File: config.mk
export PLATFORM = sky130hd
export DESIGN_NAME = dmem_arbiter
export DESIGN_NICKNAME = d
export VERILOG_FILES = /design/src/rtl/dmem_arbiter.sv
export SDC_FILE = /design/constraint.sdc
export NUM_CORES = 1
export LEC_CHECK = 0
export ABC_AREA = 1
export CORE_AREA = 2 2 95 97
export CTS_BUF_LIST = sky130_fd_sc_hd__clkbuf_4 sky130_fd_sc_hd__clkbuf_8
export DETAILED_ROUTE_END_ITERATION = 8
export DIE_AREA = 0 0 97 99
export PLACE_DENSITY = 0.77
export SYNTH_ARGS = -nofsm -noshare
export SYNTH_HDL_FRONTEND = slang
export SYNTH_SLANG_ARGS = --single-unit
File: constraint.sdc
create_clock -name clock -period 2.1 [get_ports clock]
set_clock_uncertainty 0.05 [all_clocks]
set_input_delay 0.63 -clock clock [delete_from_list [all_inputs] [get_ports clock]]
set_output_delay 0.63 -clock clock [all_outputs]
set_load 0.1 [all_outputs]
File: src/rtl/dmem_arbiter.sv
// Data RAM arbiter: the processor port has fixed priority, and the debug/loader port is
// served on idle processor cycles or by a forced one-cycle processor stall.
module dmem_arbiter #(
   parameter int ADDR_W   = 12,
   parameter int DATA_W   = 32,
   parameter int MAX_WAIT = 4,
   localparam int CNT_W   = $clog2(MAX_WAIT + 1)
) (
   input  logic              clock,
   input  logic              reset,
   // processor port
   input  logic              p_req,
   input  logic              p_wren,
   input  logic [ADDR_W-1:0] p_addr,
   input  logic [DATA_W-1:0] p_data,
   output logic [DATA_W-1:0] p_q,
   output logic              p_stall,
   // debug port: d_req, d_wren, d_addr and d_data are held stable until d_ack pulses
   input  logic              d_req,
   input  logic              d_wren,
   input  logic [ADDR_W-1:0] d_addr,
   input  logic [DATA_W-1:0] d_data,
   output logic              d_ack,
   output logic [DATA_W-1:0] d_q,
   // RAM side
   output logic              ram_wEn,
   output logic [ADDR_W-1:0] ram_addr,
   output logic [DATA_W-1:0] ram_dataIn,
   input  logic [DATA_W-1:0] ram_dataOut,
   // FSM observation
   output logic [1:0]        o_dbg_state,
   output logic [CNT_W-1:0]  o_dbg_cnt
);

   localparam logic [1:0] S_IDLE = 2'd0;
   localparam logic [1:0] S_WAIT = 2'd1;
   localparam logic [1:0] S_RESP = 2'd2;

   localparam logic [CNT_W-1:0] C_MAX = CNT_W'(MAX_WAIT);

   logic [1:0]       r_state;
   logic [CNT_W-1:0] r_cnt;
   logic [1:0]       w_state_nxt;
   logic [CNT_W-1:0] w_cnt_nxt;
   logic             w_own_raw;
   logic             w_dbg_own;

   always_comb begin
      w_own_raw = 1'b0;
      case (r_state)
         S_IDLE:  w_own_raw = d_req & ~p_req;
         S_WAIT:  w_own_raw = ~p_req | (r_cnt == C_MAX);
         default: w_own_raw = 1'b0;
      endcase
   end

   // While reset is held the RAM must stay with the processor, even though the
   // IDLE ownership term would otherwise follow a live d_req.
   assign w_dbg_own = w_own_raw & reset;

   assign p_stall = w_dbg_own & p_req;

   always_comb begin
      if (w_dbg_own) begin
         ram_addr   = d_addr;
         ram_wEn    = d_wren;
         ram_dataIn = d_data;
      end else begin
         ram_addr   = p_addr;
         ram_wEn    = p_wren & p_req & ~p_stall;
         ram_dataIn = p_data;
      end
   end

   assign p_q   = ram_dataOut;
   assign d_ack = (r_state == S_RESP);
   assign d_q   = d_ack ? ram_dataOut : '0;

   always_comb begin
      w_state_nxt = r_state;
      w_cnt_nxt   = r_cnt;
      case (r_state)
         S_IDLE: begin
            if (w_dbg_own) begin
               w_state_nxt = S_RESP;
               w_cnt_nxt   = '0;
            end else if (d_req & p_req) begin
               w_state_nxt = S_WAIT;
               w_cnt_nxt   = CNT_W'(1);
            end
         end
         S_WAIT: begin
            if (w_dbg_own) begin
               w_state_nxt = S_RESP;
               w_cnt_nxt   = '0;
            end else begin
               w_cnt_nxt = r_cnt + CNT_W'(1);
            end
         end
         S_RESP: begin
            // d_req is ignored here; a still-high request is taken afresh in IDLE
            w_state_nxt = S_IDLE;
            w_cnt_nxt   = '0;
         end
         default: begin
            w_state_nxt = S_IDLE;
            w_cnt_nxt   = '0;
         end
      endcase
   end

   always_ff @(posedge clock or negedge reset) begin
      if (!reset) begin
         r_state <= S_IDLE;
         r_cnt   <= '0;
      end else begin
         r_state <= w_state_nxt;
         r_cnt   <= w_cnt_nxt;
      end
   end

   assign o_dbg_state = r_state;
   assign o_dbg_cnt   = r_cnt;

endmodule

=== Yosys cells after proc, flatten, opt, wreduce, memory -nomap -nowiden ===
Cells that the tools add are included.

* Output and inout port bits: 116
* Bits of input ports: 126
* Register bits: 5
* Logic and storage cells: 32

* Reduce and logical (&&, ||, !) cells: 2
* Muxes and demuxes: 13
* Equal/unequal tests: 5
* $add $sub $neg: 1
* Bitwise operators: 9

{| class="wikitable"
|+ Operators with widths
! operator !! number
|-
| 32-bit 2-to-1 mux || 2
|-
| 12-bit 2-to-1 mux || 1
|-
| 3-bit 2-to-1 mux || 3
|-
| 1-bit bitwise AND || 6
|-
| 2-bit 2-to-1 mux || 3
|-
| 3-bit one-hot mux with 2 select lines || 1
|-
| 2-bit one-hot mux with 2 select lines || 1
|-
| 3-bit by 1-bit adder with 3-bit output, second input constant || 1
|-
| 3-bit == test, second input constant || 1
|-
| 3-bit inequality test, second input constant || 1
|-
| 2-bit by 1-bit == test with 1-bit output, second input constant || 1
|-
| 2-bit == test, second input constant || 1
|-
| 2-bit zero test || 1
|-
| 2-bit inequality test, second input constant || 1
|-
| 1-bit inverter || 2
|-
| 1-bit one-hot mux with 2 select lines || 1
|-
| 2-bit AND reduction || 1
|-
| 1-bit 2-to-1 mux || 1
|-
| 1-bit bitwise OR || 1
|}

=== Logic depth before layout (Yosys ltp) ===
* Depth after elaboration: 8
* Mapped depth: 12
* Depth with buffers taken out: 11

=== Worst setup path before layout ===
Ideal clock, no wire load.

* Kind: reg-to-output
* Start point: reg r_state[1], in the netlist o_dbg_state[1]
* End point: out d_q[10]
* Data required time: 1.420 ns
* Cell stages (with the launch flop): 6
* Arrival: 4.254 ns
* Slack: -2.834 ns
* Path buffers: 1
* Cell sequence: dfrtp_1 -> inv_1 -> nor2_1 -> inv_1 -> clkbuf_1 -> nor2_1

* Word-level cells in the longest chain between the ends: 2

{| class="wikitable"
|+ Ends and longest elaborated chain
! element !! RTL line !! RTL
|-
| start: declaration || 41 || <nowiki>logic [1:0] r_state;</nowiki>
|-
| start signal: assignment || 117 || <nowiki>r_state <= w_state_nxt;</nowiki>
|-
| 2-bit == test || 76 || <nowiki>assign d_ack = (r_state == S_RESP);</nowiki>
|-
| named net d_ack || 23 || <nowiki>output logic d_ack,</nowiki>
|-
| 32-bit 2-to-1 mux || 77 || <nowiki>assign d_q = d_ack ? ram_dataOut : '0;</nowiki>
|-
| end: declaration || 24 || <nowiki>output logic [DATA_W-1:0] d_q,</nowiki>
|}

The timed path passes the listed nets, and every way through them passes these cells.

=== Final worst setup path ===
* Start point: reg r_cnt[0], in the netlist o_dbg_cnt[0]
* End point: out ram_addr[5]

* Word-level cells in the longest chain between the ends: 5

{| class="wikitable"
|+ Ends and longest elaborated chain
! element !! RTL line !! RTL
|-
| start: declaration || 42 || <nowiki>logic [CNT_W-1:0] r_cnt;</nowiki>
|-
| start signal: assignment || 118 || <nowiki>r_cnt <= w_cnt_nxt;</nowiki>
|-
| 3-bit == test || 52 || <nowiki>S_WAIT: w_own_raw = ~p_req | (r_cnt == C_MAX);</nowiki>
|-
| 1-bit bitwise OR || 52 ||
|-
| 1-bit one-hot mux with 2 select lines || 50 || <nowiki>case (r_state)</nowiki>
|-
| 1-bit bitwise AND || 59 || <nowiki>assign w_dbg_own = w_own_raw & reset;</nowiki>
|-
| 12-bit 2-to-1 mux || 64 || <nowiki>if (w_dbg_own) begin</nowiki>
|-
| end: declaration || 27 || <nowiki>output logic [ADDR_W-1:0] ram_addr,</nowiki>
|}

No other way between the ends.

==> run summary <==
WP data arrival - 1960 ps
Fmax - 378.2 MHz
Vias in the first global route - 3126
Critical path launch point - o_dbg_cnt[0]$_DFFE_PN0P_
Sink Count - 5
Die height - 99 um
Yosys cell types - 17
Yosys Warn Count - 0
Router iterations before antenna repair - 4
CTS tree - built
Clock Path Buffers - 2
CTS root buf - clkbuf_8
Num CTS Buffers - 3
Tmin final - 2644 ps
CP Capture Type - output port
Port Buffers - 241
Die width - 97 um
Power Dens Cells - 539.4 mW/mm^2
H-Tree Depth - 1
Hold Vio Cnt, Final - 0
# IOs - 242
Max-Cap Viols - 0
Top cells by area, synth - nand2_1, buf_4, inv_1, nor2_1, dfrtp_1
Register area share after synthesis - 9.107%
Largest net degree at the start of global routing - 18
Synthesized area per cell - 4.804 um^2
Max-slew violation count - 0
DR DRC count - 0
Initial antenna violation count - 2
Slew headroom - 83.91%
Outcome - complete, but fails checks
CP Max Fanout - 17
Placed Instances - 643
FF-to-FF Start - o_dbg_cnt[0]$_DFFE_PN0P_
Post-placement cell area - 0.006865 mm^2
Leakage Power - 0.003285 uW
Worst-Margin Slew - 240.6 ps
VDD IR max - 0.3640 mV
RePlAce Congestion - 0.8928
Final setup viols - 79
WS Path Type - flop to output port
Final wirelength - 12.20 mm
Row cnt - 34
Worst EP required - 1420 ps
Violated checks - negative setup slack
Clk_lat worst skew - 230 ps
Final Instance Area - 0.007500 mm^2
Most frequent cells in the layout - buf_12, clkdlybuf4s50_1, nand2_8
Initial DRC Count - 126
RSZ-0062 raised after global routing - true
Largest area contributor in the netlist - nand2_1
Routed wire per std cell - 18.34 um
DR vias - 2853
Synthesized flop and latch total - 5
First-pass GRT wire length - 17.51 mm
Layout cells sized above 1 - 65.23%
Total congestion overflow - 0
Critical Path Source Type - flop
Detailed Place HPWL - 9.363 mm
Post-DRT Antenna Nets - 0
Period utilisation layout - 125.9%
Post-synth top area share - 39.62%
Total power - 4046 uW
Non-filler instance count after layout - 665
Area grow syn2layout - 445.9%
Netlist Area Pre-Place - 0.001374 mm^2
Total global-route track usage - 23.22%
Most common cell after layout, fill and taps aside - buf_12
Vias/cell - 4.290
Starting Density - 16.07%
DIE AREA - 0.009603 mm^2
Worst min-delay path class - input port to async pin
Cells after synthesis - 286
Syn_nets - 414
Setup slack after layout - -544.2 ps
Reg clk slew, reported paths - 40 ps
Final net count - 684
Total core area - 0.008551 mm^2
[where the power goes]
| group | switching (uW) | internal [uW] |
|---|---|---|
| logic | 2240 | 1430 |
| registers | 29.1 | 141 |
| clock network | 61.1 | 144 |
[cell usage after synthesis (all sizes together)]
| cell type | number |
|---|---|
| a211oi | 1 |
| buf | 39 |
| clkbuf | 6 |
| dfrtp | 5 |
| ha | 2 |
| inv | 41 |
| nand2 | 146 |
| nand3 | 4 |
| nand4 | 2 |
| nor2 | 37 |
| o21ai | 2 |
| or2 | 1 |
[sequential cells by signal, indices dropped and copies added, names as in the netlist]
signal,count
o_dbg_cnt,3
o_dbg_state,2
[stage by stage]
stage	utilization [%]	hold slack, ps	TNS, ps	setup WS, ps
after floorplan	-	284.4	-37930	-696.8
after global placement	80.29	560.6	-34560	-744.5
after detailed placement	80.29	570.0	-35750	-749.6
after CTS	84.14	413.7	-29530	-534.0
after global routing	87.68	448.8	-32450	-608.5
final	87.71	409.0	-28170	-544.2
[final timing paths]
check	endpoint	slack, ps	cells past startpoint
setup / recovery	ram_addr[5]	-540	12
max in group asynchronous	o_dbg_state[1]$_DFFE_PN0P_	1460	2
setup reg to reg	o_dbg_cnt[0]$_DFFE_PN0P_	250	13
hold reg to reg	o_dbg_cnt[1]$_DFFE_PN0P_	600	2
min in group clock	o_dbg_cnt[1]$_DFFE_PN0P_	600	2
hold / removal	o_dbg_state[0]$_DFFE_PN0P_	410	2
[cell families (layout without fill, tap and decap cells)]
group                    count (synthesis)  after routing  synth area share (%)
AO/OA/AOI/OAI                            3              3                 1.275
adder cells (fa/ha/maj)                  2              2                 1.821
buffers and inverters                   86            355                 34.24
flip-flops                               5              5                 9.107
other                                    0              2                     0
AND/OR/NAND/NOR                        190            190                 53.55
[routing by layer]
metal,routed length [um],GRT usage (%),vias up
li1,-,-,1338
met1,3740,22.66,1335
met2,7459,48.72,160
met3,758,4.397,20
met4,240,6.609,0
met5,0,0,-
[worst max-delay path, cell delays in order (launching register included)]
cell     delay, ps
dfrtp_4        470
inv_2           90
ha_4           130
nand2_2         50
inv_2           50
nand2_2         50
nand2_2         90
nand2_4        100
buf_4          170
buf_16         180
nand2_2        130
nand2_8         60
buf_12         160
[what timing repair did]
item	4_1_cts	5_1_grt
gates cloned	5	1
endpoints found under the hold margin	0	0
gates resized for setup	28	59
buffers inserted	7	8
endpoints found under the setup margin	83	97
hold buffers	0	0
pin swaps	25	25
[layout make-up]
type                       instances  area, um^2
timing repair buffer             310        4413
antenna                            2       5.005
multi-input combinational        195        2576
clock buffer                       4       48.80
inverter                          41       180.2
sequential                         5       141.4
fill                             376        1051
tap                              108       135.1
No activity file was read; power rests on OpenSTA's default activity.
